$ cat src/rtl/trng_sequencer.sv
// trng_sequencer: bus initiator that configures the TRNG slave, then
// periodically reads LFSR words and streams them out on valid/ready.
// The FSM state always names the bus cycle currently being presented,
// so every bus output is registered together with the state transition.
module trng_sequencer #(
  parameter int ADDR_WIDTH = 13,
  parameter int LFSR_WIDTH = 32,
  parameter int TMW_WIDTH  = 23,
  parameter int CNT_WIDTH  = 16
) (
  input  logic                  clk,
  input  logic                  rst,
  input  logic                  start_i,
  input  logic                  abort_i,
  input  logic [LFSR_WIDTH-1:0] seed_i,
  input  logic [LFSR_WIDTH-1:0] poly_i,
  input  logic [TMW_WIDTH-1:0]  tmw_max_i,
  input  logic [CNT_WIDTH-1:0]  interval_i,
  input  logic [CNT_WIDTH-1:0]  num_words_i,
  output logic                  en_o,
  output logic [3:0]            we_o,
  output logic [ADDR_WIDTH-1:0] addr_o,
  output logic [31:0]           wrdata_o,
  input  logic [31:0]           rdata_i,
  output logic [LFSR_WIDTH-1:0] rnd_data_o,
  output logic                  rnd_valid_o,
  input  logic                  rnd_ready_i,
  output logic                  busy_o,
  output logic                  done_o
);

  localparam logic [ADDR_WIDTH-1:0] ADDR_REQ  = ADDR_WIDTH'(12'h010);
  localparam logic [ADDR_WIDTH-1:0] ADDR_LFSR = ADDR_WIDTH'(12'h020);
  localparam logic [ADDR_WIDTH-1:0] ADDR_POLY = ADDR_WIDTH'(12'h030);
  localparam logic [ADDR_WIDTH-1:0] ADDR_TMW  = ADDR_WIDTH'(12'h050);
  localparam logic [CNT_WIDTH-1:0]  CNT_ONE   = CNT_WIDTH'(1);

  typedef enum logic [3:0] {
    IDLE, WR_POLY, WR_SEED, WR_TMW, WR_REQ_ON, WAIT, RD, RD_WAIT, OUT,
    WR_REQ_OFF, DONE
  } state_t;

  state_t                state;
  logic [LFSR_WIDTH-1:0] seed_reg;
  logic [LFSR_WIDTH-1:0] poly_reg;
  logic [TMW_WIDTH-1:0]  tmw_reg;
  logic [CNT_WIDTH-1:0]  interval_reg;
  logic [CNT_WIDTH-1:0]  num_words_reg;
  logic [CNT_WIDTH-1:0]  wait_cnt_reg;
  logic [CNT_WIDTH-1:0]  word_cnt_reg;
  logic                  abortable;
  logic [CNT_WIDTH-1:0]  interval_eff;

  // Abort is honoured only while a run is active and before shutdown began.
  always_comb begin
    abortable = (state != IDLE) && (state != WR_REQ_OFF) && (state != DONE);
  end

  // An interval of zero behaves exactly like an interval of one.
  always_comb begin
    interval_eff = (interval_reg == '0) ? CNT_ONE : interval_reg;
  end

  // Main sequencer: state, bus outputs, stream outputs and counters.
  always_ff @(posedge clk or posedge rst) begin
    if (rst) begin
      state         <= IDLE;
      en_o          <= 1'b0;
      we_o          <= 4'h0;
      addr_o        <= '0;
      wrdata_o      <= '0;
      rnd_data_o    <= '0;
      rnd_valid_o   <= 1'b0;
      busy_o        <= 1'b0;
      done_o        <= 1'b0;
      seed_reg      <= '0;
      poly_reg      <= '0;
      tmw_reg       <= '0;
      interval_reg  <= '0;
      num_words_reg <= '0;
      wait_cnt_reg  <= '0;
      word_cnt_reg  <= '0;
    end else begin
      done_o <= 1'b0;
      case (state)
        IDLE: begin
          if (start_i) begin
            seed_reg      <= seed_i;
            poly_reg      <= poly_i;
            tmw_reg       <= tmw_max_i;
            interval_reg  <= interval_i;
            num_words_reg <= num_words_i;
            word_cnt_reg  <= '0;
            busy_o        <= 1'b1;
            en_o          <= 1'b1;
            we_o          <= 4'hF;
            addr_o        <= ADDR_POLY;
            wrdata_o      <= 32'(poly_i);
            state         <= WR_POLY;
          end
        end
        WR_POLY: begin
          addr_o   <= ADDR_LFSR;
          wrdata_o <= 32'(seed_reg);
          state    <= WR_SEED;
        end
        WR_SEED: begin
          addr_o   <= ADDR_TMW;
          wrdata_o <= 32'(tmw_reg);
          state    <= WR_TMW;
        end
        WR_TMW: begin
          addr_o   <= ADDR_REQ;
          wrdata_o <= 32'd1;
          state    <= WR_REQ_ON;
        end
        WR_REQ_ON: begin
          en_o         <= 1'b0;
          we_o         <= 4'h0;
          wait_cnt_reg <= interval_eff;
          state        <= WAIT;
        end
        WAIT: begin
          if (wait_cnt_reg <= CNT_ONE) begin
            en_o   <= 1'b1;
            we_o   <= 4'h0;
            addr_o <= ADDR_LFSR;
            state  <= RD;
          end else begin
            wait_cnt_reg <= wait_cnt_reg - CNT_ONE;
          end
        end
        RD: begin
          en_o  <= 1'b0;
          state <= RD_WAIT;
        end
        RD_WAIT: begin
          rnd_data_o  <= rdata_i[LFSR_WIDTH-1:0];
          rnd_valid_o <= 1'b1;
          state       <= OUT;
        end
        OUT: begin
          if (rnd_ready_i) begin
            rnd_valid_o <= 1'b0;
            if (word_cnt_reg != '1) word_cnt_reg <= word_cnt_reg + CNT_ONE;
            if ((num_words_reg != '0) && ((word_cnt_reg + CNT_ONE) == num_words_reg)) begin
              en_o     <= 1'b1;
              we_o     <= 4'hF;
              addr_o   <= ADDR_REQ;
              wrdata_o <= 32'd0;
              state    <= WR_REQ_OFF;
            end else begin
              wait_cnt_reg <= interval_eff;
              state        <= WAIT;
            end
          end
        end
        WR_REQ_OFF: begin
          en_o   <= 1'b0;
          we_o   <= 4'h0;
          busy_o <= 1'b0;
          done_o <= 1'b1;
          state  <= DONE;
        end
        DONE: begin
          state <= IDLE;
        end
        default: state <= IDLE;
      endcase

      // Abort overrides whatever the case above chose: drop any pending
      // word (uncounted) and go straight to clearing the request bit.
      if (abort_i && abortable) begin
        rnd_valid_o <= 1'b0;
        en_o        <= 1'b1;
        we_o        <= 4'hF;
        addr_o      <= ADDR_REQ;
        wrdata_o    <= 32'd0;
        state       <= WR_REQ_OFF;
      end
    end
  end

endmodule

$ cat config.mk
export PLATFORM = sky130hd
export DESIGN_NAME = trng_sequencer
export DESIGN_NICKNAME = d
export VERILOG_FILES = /design/src/rtl/trng_sequencer.sv
export SDC_FILE = /design/constraint.sdc
export NUM_CORES = 1
export LEC_CHECK = 0
export ABC_AREA = 1
export ABC_CLOCK_PERIOD_IN_PS = 7500
export CAP_MARGIN = 20
export CORE_AREA = 5 5 153 155
export DETAILED_ROUTE_END_ITERATION = 10
export DIE_AREA = 0 0 158 160
export GPL_TIMING_DRIVEN = 0
export PLACE_DENSITY = 0.76
export SYNTH_ARGS = -nofsm -noshare
export SYNTH_HDL_FRONTEND = slang
export SYNTH_SLANG_ARGS = --single-unit
$ cat constraint.sdc
create_clock -name clk -period 7.5 [get_ports clk]
set_clock_uncertainty 0.05 [all_clocks]
set_input_delay 2.25 -clock clk [delete_from_list [all_inputs] [get_ports clk]]
set_output_delay 2.25 -clock clk [all_outputs]
set_load 0.02 [all_outputs]
# Word-level counts from Yosys, hierarchy flattened
# Cells that the tools add are included.
classes:
  add_sub_neg: 2
  mul: 0
  div: 0
  n_lt_le_gt_ge: 1
  eq_ne: 22
  shifts: 0
  muxes: 43
  bitwise: 0
  reduce_logical: 28
op_table:
  columns: ["cell", "n"]
  rows:
  - ["$pmux W32 S5", 1]
  - ["$mux W32", 4]
  - ["$mux W16", 7]
  - ["$pmux W13 S6", 1]
  - ["$mux W13", 5]
  - ["$pmux W16 S3", 1]
  - ["$mux W4", 10]
  - ["$pmux W4 S10", 1]
  - ["$pmux W16 S2", 1]
  - ["$add A16 B1 Y16 const B", 1]
  - ["$eq A16 B16 Y1", 1]
  - ["$eq A4 B3 Y1 const B", 4]
  - ["$le A16 B1 Y1 const B", 1]
  - ["$logic_not A16 Y1", 1]
  - ["$ne A16 B16 Y1 const B", 1]
  - ["$pmux W4 S4", 1]
  - ["$reduce_bool A16 Y1", 1]
  - ["$sub A16 B1 Y16 const B", 1]
  - ["$reduce_and A5 Y1", 3]
  - ["$ne A3 B3 Y1 const B", 4]
  - ["$reduce_and A4 Y1", 3]
  - ["$ne A2 B2 Y1 const B", 5]
  - ["$reduce_bool A5 Y1", 2]
  - ["$eq A4 B2 Y1 const B", 2]
  - ["other kinds (17)", 34]
word_totals:
  reg_bits: 208
  latch_bits: 0
  mem_bits_rw: 0
  mem_bits_ro: 0
  in_bits: 156
  word_cells: 111
  mem_count: 0

# Logic depth before layout (Yosys ltp)
depth:
  word_depth: 7
  depth_mapped: 18
  depth_no_buf: 17

# Worst setup path before layout
# No wires, ideal clock.
synth_path:
  path_kind: "input -> register"
  startpoint: "in abort_i"
  endpoint: "reg addr_o[4]"
  setup_ns: 0.117
  arrival_time_ns: 3.323
  path_slack_ns: 4.010
  path_stages: 9
  n_path_buf: 1
  path_cell_list: "o31ai_1 -> or2_2 -> buf_4 -> nand3_1 -> nand2_1 -> inv_1 -> nand3_1 -> nand2_1 -> nand2_1"
synth_via:
  elab_chain_cells: 3
synth_lines:
  columns: ["item", "line", "rtl"]
  rows:
  - ["start, declared", "14", "input logic abort_i,"]
  - ["$logic_and A1 B1 Y1 (*)", "173", "if (abort_i && abortable) begin"]
  - ["$reduce_bool A7 Y1 (no line) or $ne A3 B3 Y1 (tied branches)", null, null]
  - ["$reduce_and A5 Y1 (no line)", null, null]
  - ["end signal, assigned", "127", "addr_o <= ADDR_LFSR;"]
  - ["end signal, assigned", "149", "addr_o <= ADDR_REQ;"]
  - ["end signal, assigned", "177", "addr_o <= ADDR_REQ;"]
  - ["end, declared", "22", "output logic [ADDR_WIDTH-1:0] addr_o,"]
# Mark *: on every way between the ends. The rest lies on a longest branch, timed or not.
# A chain may end at the register's enable or synchronous reset.

# Worst setup path in the final report
layout_path:
  startpoint: "in start_i"
  endpoint: "reg num_words_reg[3]"
layout_via:
  elab_chain_cells: 1
layout_lines:
  columns: ["item", "line", "rtl"]
  rows:
  - ["start, declared", "13", "input logic start_i,"]
  - ["$reduce_and A2 Y1 (no line)", null, null]
  - ["end signal, assigned", "92", "num_words_reg <= num_words_i;"]
  - ["end, declared", "48", "logic [CNT_WIDTH-1:0] num_words_reg;"]
# Every way passes these cells.

==> impl_metrics.toml <==
[yosys]
post-synth-top-count-cell = "nand2_1"
netlist_instances = 1103
ys_seq_area_share_pct = 50.8
postSynthAreaPerCell_um2 = 8.70
synth_cell_types = 41
yosysWarnings = 0
yosys.area.top_type_share_pct = 50.8
synth_commonest_cells = "nand2_1, dfrtp_1, inv_1"
synthArstFlopShare_pct = 100
synth.cell_area_um2 = 9600
yosys_register_bits = 195
synth_edf_count = 0
synth_flop_cell = "dfrtp_1"
synth_top_cell_by_area = "dfrtp_1"
synthTopCellsByArea = "dfrtp_1, nand2_1, mux2_2"

[place]
dp_hpwl_um = 20900
place.gp.congestion = 0.876
placed_cells = 1627
portBuffers = 230

[cells_and_area]
post-route-util_pct = 59.7
multi_input_area_um2 = 4040
finish.net_count = 1525
drive_gt1_share_pct = 12.0
final-instance-count-excl-fill = 1659
syn2layout_area_growth_pct = 34.9
seq_area_um2 = 4880
fillCellCount = 1958

[sta]
setup_tns_ns = 0
fmax_mhz = 248
fin_crit_sh_pct = 53.8
hold_viol_final = 0
holdWs_ns = 0.423
finalSetupViolCount = 0
drv_slew = 0
worst_slew_margin_rel_pct = 45.3
rsz0062_at_grt = "false"
tightest_slew_ns = 0.821
min_period_ns = 4.03

[floorplan]
die_y_um = 160
die-area_um2 = 25300
ios = 241
start_util_pct = 44.3
core.rowCount = 54
core_um2 = 21700
fp.dieW_um = 158

[cts]
root_buffer = "clkbuf_16"
cts_resized = 0
clock_path_buffers = 2
hold_buffers = 0
cts_tree = "yes"
clock_sinks = 195
htreeDepth = 4
cts.clk_slew.worst_paths_ns = 0.07
cts-buffers-inserted = 17
cts_setup_buffers = 0
clk_latency_ns = 0.44

[setup_path]
cp_slowest_stage_delay_ns = 0.67
path_delay_family = "buffers and inverters"
cp.arrival_ns = 4.34
cp_slowest_cell = "buf_1"
worstSetupStartpointType = "primary input"
critPathKind = "in -> reg"
crit_chain = "clkdlybuf4s50_1 > nand2_1 > buf_1 > clkbuf_1 > nor2_1 > a21oi_1"
crit_path_end_kind = "register"
path_buf_inv = 3
path_max_fanout = 10
required_ns = 7.80

[global_route]
grt_pass1_wl_um = 44300
grt_max_degree = 40
track_usage_pct = 21.9
grt_pass1_vias = 8699
antenna_found_initial = 1
grt.overflow.total = 0

[drt]
vias_per_cell = 5.15
drtPass1Iterations = 5
drt_wl_total_um = 27500
wl_per_cell_um = 16.5
postRouteAntennaNets = 0
dr_total_vias = 8547
drt_iter0_drc = 632
drc = 0

[power]
vdd_drop_max_uv = 217
p_leak_nw = 5.91
cellPowerDensity_nw_per_um2 = 411

[flow_run]
cap_violations = 0

[worst_hold_path]
min_path_type = "reg -> reg"

[status]
status = "complete, no violations"
## routing by layer
| metal | part of all wire, % | up-vias | GRT usage [%] |
|---|---|---|---|
| met5 | 0 | - | 0 |
| met4 | 1.8 | 0 | 6.36 |
| met3 | 9.6 | 33 | 7.36 |
| met2 | 48 | 320 | 35.9 |
| met1 | 40 | 4069 | 27.5 |
| li1 | - | 4125 | - |
## area by class of cell
cell class | instances | share of cell area, %
Buffer | 58 | 2.58
Inverter | 101 | 2.96
Multi-Input combinational cell | 758 | 31.2
Timing Repair Buffer | 235 | 18.6
Tap cell | 280 | 2.71
Antenna cell | 1 | 0.0193
Clock inverter | 13 | 0.899
Clock buffer | 18 | 3.39
Sequential cell | 195 | 37.7
## cells in the final DEF, fill, tap and decap left out, types with 11 or more instances in the layout
cell / count
a21oi_1: 59
buf_4: 14
clkbuf_1: 28
clkbuf_16: 17
clkdlybuf4s50_1: 230
dfrtp_1: 195
inv_1: 98
mux2_2: 43
nand2_1: 315
nand3_1: 52
nand4_1: 11
nor2_1: 95
o21ai_0: 28
o21ai_2: 32
o221ai_1: 17
o22ai_1: 14
## metrics by stage
step | instance area (µm²) | total power, mW | setup slack [ns]
2_1_floorplan | 9640 | 3.51 | 2.68
3_3_place_gp | 12300 | 4.38 | 1.03
3_5_place_dp | 12400 | 4.46 | 3.03
4_1_cts | 12900 | 5.35 | 3.46
5_1_grt | 12900 | 5.71 | 3.32
6_report | 12900 | 5.32 | 3.47
## power breakdown
part / internal, mW / switching, mW
Sequential: 1.51 / 0.287
Clock: 0.444 / 0.431
Combinational: 1.12 / 1.52
Total: 3.08 / 2.24
## cell families (layout without fill, tap and decap cells)
family	after synthesis	after routing	synth area share, %
flip-flops	195	195	50.8
AO/OA/AOI/OAI	179	179	12.4
multiplexers	44	44	5.15
other	1	11	0.0391
adder cells (fa/ha/maj)	3	3	0.391
AND/OR/NAND/NOR	509	509	22.1
buffers and inverters	159	425	7.43
XOR/XNOR	13	13	1.62
## tightest hold or removal path: stages (launching register included)
cell	delay (ns)
dfrtp_1	0.35
nand2_1	0.05
nand2_1	0.04
## path summary, 6_finish.rpt
check	depth (start not counted)	start	slack, ns	endpoint
max in group asynchronous	5	rst	4.13	tmw_reg[21]$_DFFE_PP0P_
worst max register to register	14	word_cnt_reg[0]$_DFFE_PP0P_	4.78	wait_cnt_reg[12]$_DFFE_PP0P_
min in group asynchronous	2	rst	2.20	rnd_data_o[19]$_DFFE_PP0N_
worst min register to register	2	rnd_data_o[30]$_DFFE_PP0N_	0.42	rnd_data_o[30]$_DFFE_PP0N_
worst max-delay path	6	start_i	3.47	num_words_reg[3]$_DFFE_PP0P_
worst min-delay path	2	rnd_data_o[30]$_DFFE_PP0N_	0.42	rnd_data_o[30]$_DFFE_PP0N_
Power figures use the tool's default switching activity.
==> RTL edit 1, RTL diff (same settings) <==
Change the parameter `ADDR_WIDTH` from 13 to 12.
--- a/src/rtl/trng_sequencer.sv
+++ b/src/rtl/trng_sequencer.sv
@@ -3,7 +3,7 @@
 // The FSM state always names the bus cycle currently being presented,
 // so every bus output is registered together with the state transition.
 module trng_sequencer #(
-  parameter int ADDR_WIDTH = 13,
+  parameter int ADDR_WIDTH = 12,
   parameter int LFSR_WIDTH = 32,
   parameter int TMW_WIDTH  = 23,
   parameter int CNT_WIDTH  = 16
Ports: changed (resized addr_o); port bits go from 241 to 240. No check against the original RTL was run, so the function may have changed too.
==> RTL edit 1 against the original RTL <==
  * Cell count is 0.24% lower
  * Area after synthesis is essentially flat
  * Worst setup slack improved by 0.050 ns
  * Routed wire length increased by 1.7%
  * Non-clock buffer count shrank 1
  * Final area decreased by 0.20%
  * Total power grew 0.17%
  * Sequential cell count unchanged
  * Critical endpoint unchanged
  * Largest cell class unchanged
  * Highest routed layer unchanged
==> RTL edit 1: results (changes against the original RTL) <==
* Final wirelength at 27.9 mm (was 27.5 mm)
* Crit path max fanout at 10 (unchanged)
* Worst Path Arrival at 4.29 ns (was 4.34 ns)
* Worst min-delay path class: reg2reg (unchanged)
* Worst path max stage delay at 0.63 ns (was 0.67 ns)
* Hold path endpoint: rnd_data_o[25] (was rnd_data_o[30])
* Outcome: complete, no violations (unchanged)
* Vias in the first global route at 8834 (was 8699)
* Switch Pwr at 2.25 mW (was 2.24 mW)
* Initial DRC Count at 542 (was 632)
* Relative slew slack at 47.2% (was 45.3%)
* Reg2reg setup slack at 4.77 ns (was 4.78 ns)
* Reg2reg end: num_words_reg[5] (was wait_cnt_reg[12])
* Worst-skew pair later-pin latency at around 0.43 ns
* Clock buffer depth at 2 (unchanged)
* Post_cts resized at 0 (unchanged)
* Pre-antenna DRT Iters at 5 (unchanged)
* Sequential share of the synthesized area at 50.9% (was 50.8%)
* Yosys warnings at 0 (unchanged)
* Htree depth at 4 (unchanged)
* Clock Pin Slew Worst Setup and Hold Paths at 0.07 ns (about the same)
* PortBufs at 230 (unchanged)
* Nets at 1523 (was 1525)
* Hold slack at 0.423 ns (about the same)
* R2r startpoint: state[3] (was word_cnt_reg[0])
* Largest net degree at the start of global routing at 40 (unchanged)
* Gr ovfl total at 0 (unchanged)
* Initial antenna violation count at 0 (was 1)
* Diodes inserted at 0 (was 1)
* VDD IR max at 0.208 mV (was 0.217 mV)
* Via count at 8541 (was 8547)
* HP Start: rnd_data_o[25] (was rnd_data_o[30])
* GPL Wtd Cong at 0.889 (was 0.876)
* Leakage dissipation at 5.90 nW (was 5.91 nW)
* Fraction of layout cells with a size suffix above 1 at 11.9% (was 12.0%)
* Global Route Usage Sum at 21.9% (about the same)
* Hold Path Depth at 2 (unchanged)
* Post-CTS setup buffer count at 0 (unchanged)
* Post-DP HPWL at 21.0 mm (was 20.9 mm)
* Ranking of synthesized cells by area: dfrtp_1 (51%), nand2_1 (12%), mux2_2 (5.0%) (unchanged)
* Global-route wire length before repair at 44.4 mm (was 44.3 mm)
* Total CTS buffers at 17 (unchanged)
* Worst r2r path cells at 8 (was 14)
==> RTL edit 1: worst register-to-register path, cell delays in order (launching register included) <==
cell	delay (ns)
dfrtp_1	0.48
nor2_2	0.47
inv_1	0.12
nor2_1	0.22
nand2_1	0.24
buf_1	0.41
clkbuf_1	0.40
nor2_1	0.18
a21oi_1	0.05
==> RTL edit 1: worst max-delay path by stage <==
stage                                  end    start  slack, ns  cells after the start
after global placement        wrdata_o[11]      rst       1.01                      2
after floorplan                  addr_o[4]      rst       2.68                      1
final                     num_words_reg[3]  start_i       3.52                      6
after global routing      num_words_reg[3]  start_i       3.34                      6
after detailed placement  num_words_reg[5]  start_i       3.03                      6
after CTS                 num_words_reg[5]  start_i       3.47                      6
==> RTL edit 1: final cells by class <==
type                    instances  area, µm²
clock inverters                13        118
inverters                     101        383
clock buffers                  17        425
fillers                      1852       8770
repair buffers                235       2400
flip-flops and latches        195       4880
multi-input cells             757       4040
well taps                     280        350
plain buffers                  57        327
==> RTL edit 1: logic make-up after synthesis <==
group | Yosys count | share of synthesized area (%)
xor+xnor | 13 | 1.62
flops | 195 | 50.9
compound gates | 179 | 12.5
buf+inv | 158 | 7.36
mux | 44 | 5.15
other cells | 1 | 0.0391
simple gates | 509 | 22.1
fa+ha+maj | 3 | 0.391
==> RTL edit 1: layer usage <==
layer	GRT usage [%]	part of all wire, %	up-vias
li1	-	-	4116
met1	27.7	41	4029
met2	35.6	47	342
met3	6.63	9.4	54
met4	7.64	2.6	0
met5	0	0	-
==> RTL edit 1: power by group through the flow <==
| stage | Clock, mW | Sequential, mW | Combinational [mW] |
|---|---|---|---|
| floorplan | 0 | 1.96 | 1.55 |
| global placement | 0 | 1.80 | 2.59 |
| detailed placement | 0 | 1.81 | 2.65 |
| CTS | 0.887 | 1.80 | 2.67 |
| global route | 0.927 | 1.85 | 2.91 |
| finish | 0.871 | 1.80 | 2.65 |
==> RTL edit 1: per-stage QoR <==
step           std cells  cell area, µm²  total power [mW]  setup slack (ns)
6_report            1655           12900              5.33              3.52
5_1_grt             1655           12900              5.69              3.34
4_1_cts             1655           12900              5.35              3.47
3_5_place_dp        1625           12400              4.46              3.03
3_3_place_gp        1620           12300              4.38              1.01
2_1_floorplan       1110            9630              3.51              2.68
==> RTL edit 2, RTL diff (config.mk and constraints unchanged) <==
Made on the original files. The 11 states of `state_t` get a one-hot encoding in 11 bits.
--- a/src/rtl/trng_sequencer.sv
+++ b/src/rtl/trng_sequencer.sv
@@ -35,9 +35,9 @@
   localparam logic [ADDR_WIDTH-1:0] ADDR_TMW  = ADDR_WIDTH'(12'h050);
   localparam logic [CNT_WIDTH-1:0]  CNT_ONE   = CNT_WIDTH'(1);
 
-  typedef enum logic [3:0] {
-    IDLE, WR_POLY, WR_SEED, WR_TMW, WR_REQ_ON, WAIT, RD, RD_WAIT, OUT,
-    WR_REQ_OFF, DONE
+  typedef enum logic [10:0] {
+    IDLE = 11'b00000000001, WR_POLY = 11'b00000000010, WR_SEED = 11'b00000000100, WR_TMW = 11'b00000001000, WR_REQ_ON = 11'b00000010000, WAIT = 11'b00000100000, RD = 11'b00001000000, RD_WAIT = 11'b00010000000, OUT = 11'b00100000000,
+    WR_REQ_OFF = 11'b01000000000, DONE = 11'b10000000000
   } state_t;
 
   state_t                state;
Formal check against the unedited RTL: no difference found for any inputs over 4 cycles, from zero or initial values and one cycle with rst high; so few cycles prove little.
==> RTL edit 2 against the original RTL <==
  * Synthesized cell count up 20%
  * Area after synthesis up 8.3%
  * Sequential cell count up 7
  * Final area up 7.9%
  * Clock power up 30%
  * Total power down 11%
  * Sequential share of layout area down 1.5 points
  * Routed wire length up 13%
  * Worst setup slack better by 0.072 ns
  * Hold slack worse by 0.0033 ns
  * Non-clock buffer count up 2
  * Cell count up 14%
==> RTL edit 2: results (changes against the original RTL) <==
* Total CTS buffers at 24 (was 17)
* Final clock-cell share at 5.56% (was 4.29%)
* Buffers, non-clock at 295 (was 293)
* Global Route Usage Sum at 24.6% (was 21.9%)
* Multi-input gate area at 0.00466 mm² (was 0.00404 mm²)
* GR Util met3 at 5.93% (was 7.36%)
* Sequential share of cell area at 36.2% (was 37.7%)
* Starting Density at 48.0% (was 44.3%)
* FF/Latch Area at 0.00506 mm² (was 0.00488 mm²)
* Top layer in use: met5 (was met4)
* Met3 WL at 2.85 mm (was 2.63 mm)
* Met1 usage at 34.1% (was 27.5%)
* Htree depth at 1 (was 4)
* Worst r2r path cells at 15 (was 14)
* Leakage dissipation at 6.71 nW (was 5.91 nW)
* Initial DRC Count at 736 (was 632)
* Via count at 9900 (was 8547)
* GPL Wtd Cong at 0.933 (was 0.876)
* VDD IR max at 0.224 mV (was 0.217 mV)
* Outcome: complete, no violations (unchanged)
* Relative slew slack at 55.1% (was 45.3%)
* Vias per cell at 5.25 (was 5.15)
* Grt met2 use at 38.6% (was 35.9%)
* HP Start: tmw_reg[1] (was rnd_data_o[30])
* Fraction of layout cells with a size suffix above 1 at 9.71% (was 12.0%)
* Hold path endpoint: tmw_reg[1] (was rnd_data_o[30])
* Pre-antenna DRT Iters at 6 (was 5)
* Sink Count at 202 (was 195)
* CP max stage cell: clkdlybuf4s50_1 (was buf_1)
* Layout clock buffer count at 33 (was 18)
* Clock buffer depth at 3 (was 2)
* Met1 WL at 12.7 mm (was 11.0 mm)
* Routed wl met2 at 14.4 mm (was 13.3 mm)
* Largest net degree at the start of global routing at 43 (was 40)
* Inst Count DP at 1844 (was 1627)
* Ranking of synthesized cells by area: dfrtp_1 (48%), nand2_1 (20%), nand3_1 (5.4%) (was dfrtp_1 (51%), nand2_1 (12%), mux2_2 (5.0%))
* Diodes inserted at 0 (was 1)
* Mapped Cells at 1320 (was 1103)
* Buffering overhead at 19.7% (was 21.1%)
* Fill count at 1832 (was 1958)
* Vias in the first global route at 9680 (was 8699)
* WL/cell at 16.4 µm (was 16.5 µm)
* Comb_multi_in at 968 (was 758)
* Post-synthesis cell type count at 48 (was 41)
* Worst-skew pair later-pin latency at 0.51 ns (was 0.44 ns)
* Crit path max fanout at 5 (was 10)
* Nets at 1749 (was 1525)
* Sequential share of the synthesized area at 48.6% (was 50.8%)
-- RTL edit 2: cell count changes in the layout (fill, tap and decap cells not counted), sizes merged, moves of 11 or more --
cell    unedited run  this run
nor2             105        75
nand2            321       567
o21ai             62        43
nand4             11        29
a31oi              0        23
mux2              43        32
clkbuf            46        57
nand3             54       118
a21oi             59        10
o221ai            17         0
-- RTL edit 2: through the flow --
stage,setup WS [ns],hold WS (ns),power (mW)
2_1_floorplan,2.58,0.392,2.87
3_3_place_gp,0.923,0.403,3.53
3_5_place_dp,3.21,0.408,3.58
4_1_cts,3.51,0.423,4.73
5_1_grt,3.46,0.433,5.05
6_report,3.54,0.420,4.71
-- RTL edit 2: cells by family (layout without fill, tap and decap cells) --
| logic type | Yosys count | after routing | synth area share (%) |
|---|---|---|---|
| AND/OR/NAND/NOR | 808 | 808 | 33.4 |
| other | 1 | 10 | 0.0361 |
| adder cells (fa/ha/maj) | 3 | 3 | 0.361 |
| multiplexers | 37 | 37 | 3.95 |
| flip-flops | 202 | 202 | 48.6 |
| AO/OA/AOI/OAI | 102 | 102 | 5.92 |
| XOR/XNOR | 8 | 8 | 0.818 |
| buffers and inverters | 159 | 437 | 6.89 |
-- RTL edit 2: worst max path at each step --
| stage | start | end | slack, ns |
|---|---|---|---|
| 2_1_floorplan | rst | addr_o[4] | 2.58 |
| 3_3_place_gp | rst | rnd_data_o[6] | 0.92 |
| 3_5_place_dp | rnd_ready_i | word_cnt_reg[9] | 3.21 |
| 4_1_cts | we_o[2] | we_o[2] | 3.51 |
| 5_1_grt | we_o[2] | we_o[2] | 3.46 |
| 6_report | we_o[2] | we_o[2] | 3.54 |
-- RTL edit 2: power by group --
group	internal [mW]	switching, mW
logic	0.740	1.16
registers	1.44	0.237
clock network	0.682	0.454
total	2.86	1.85
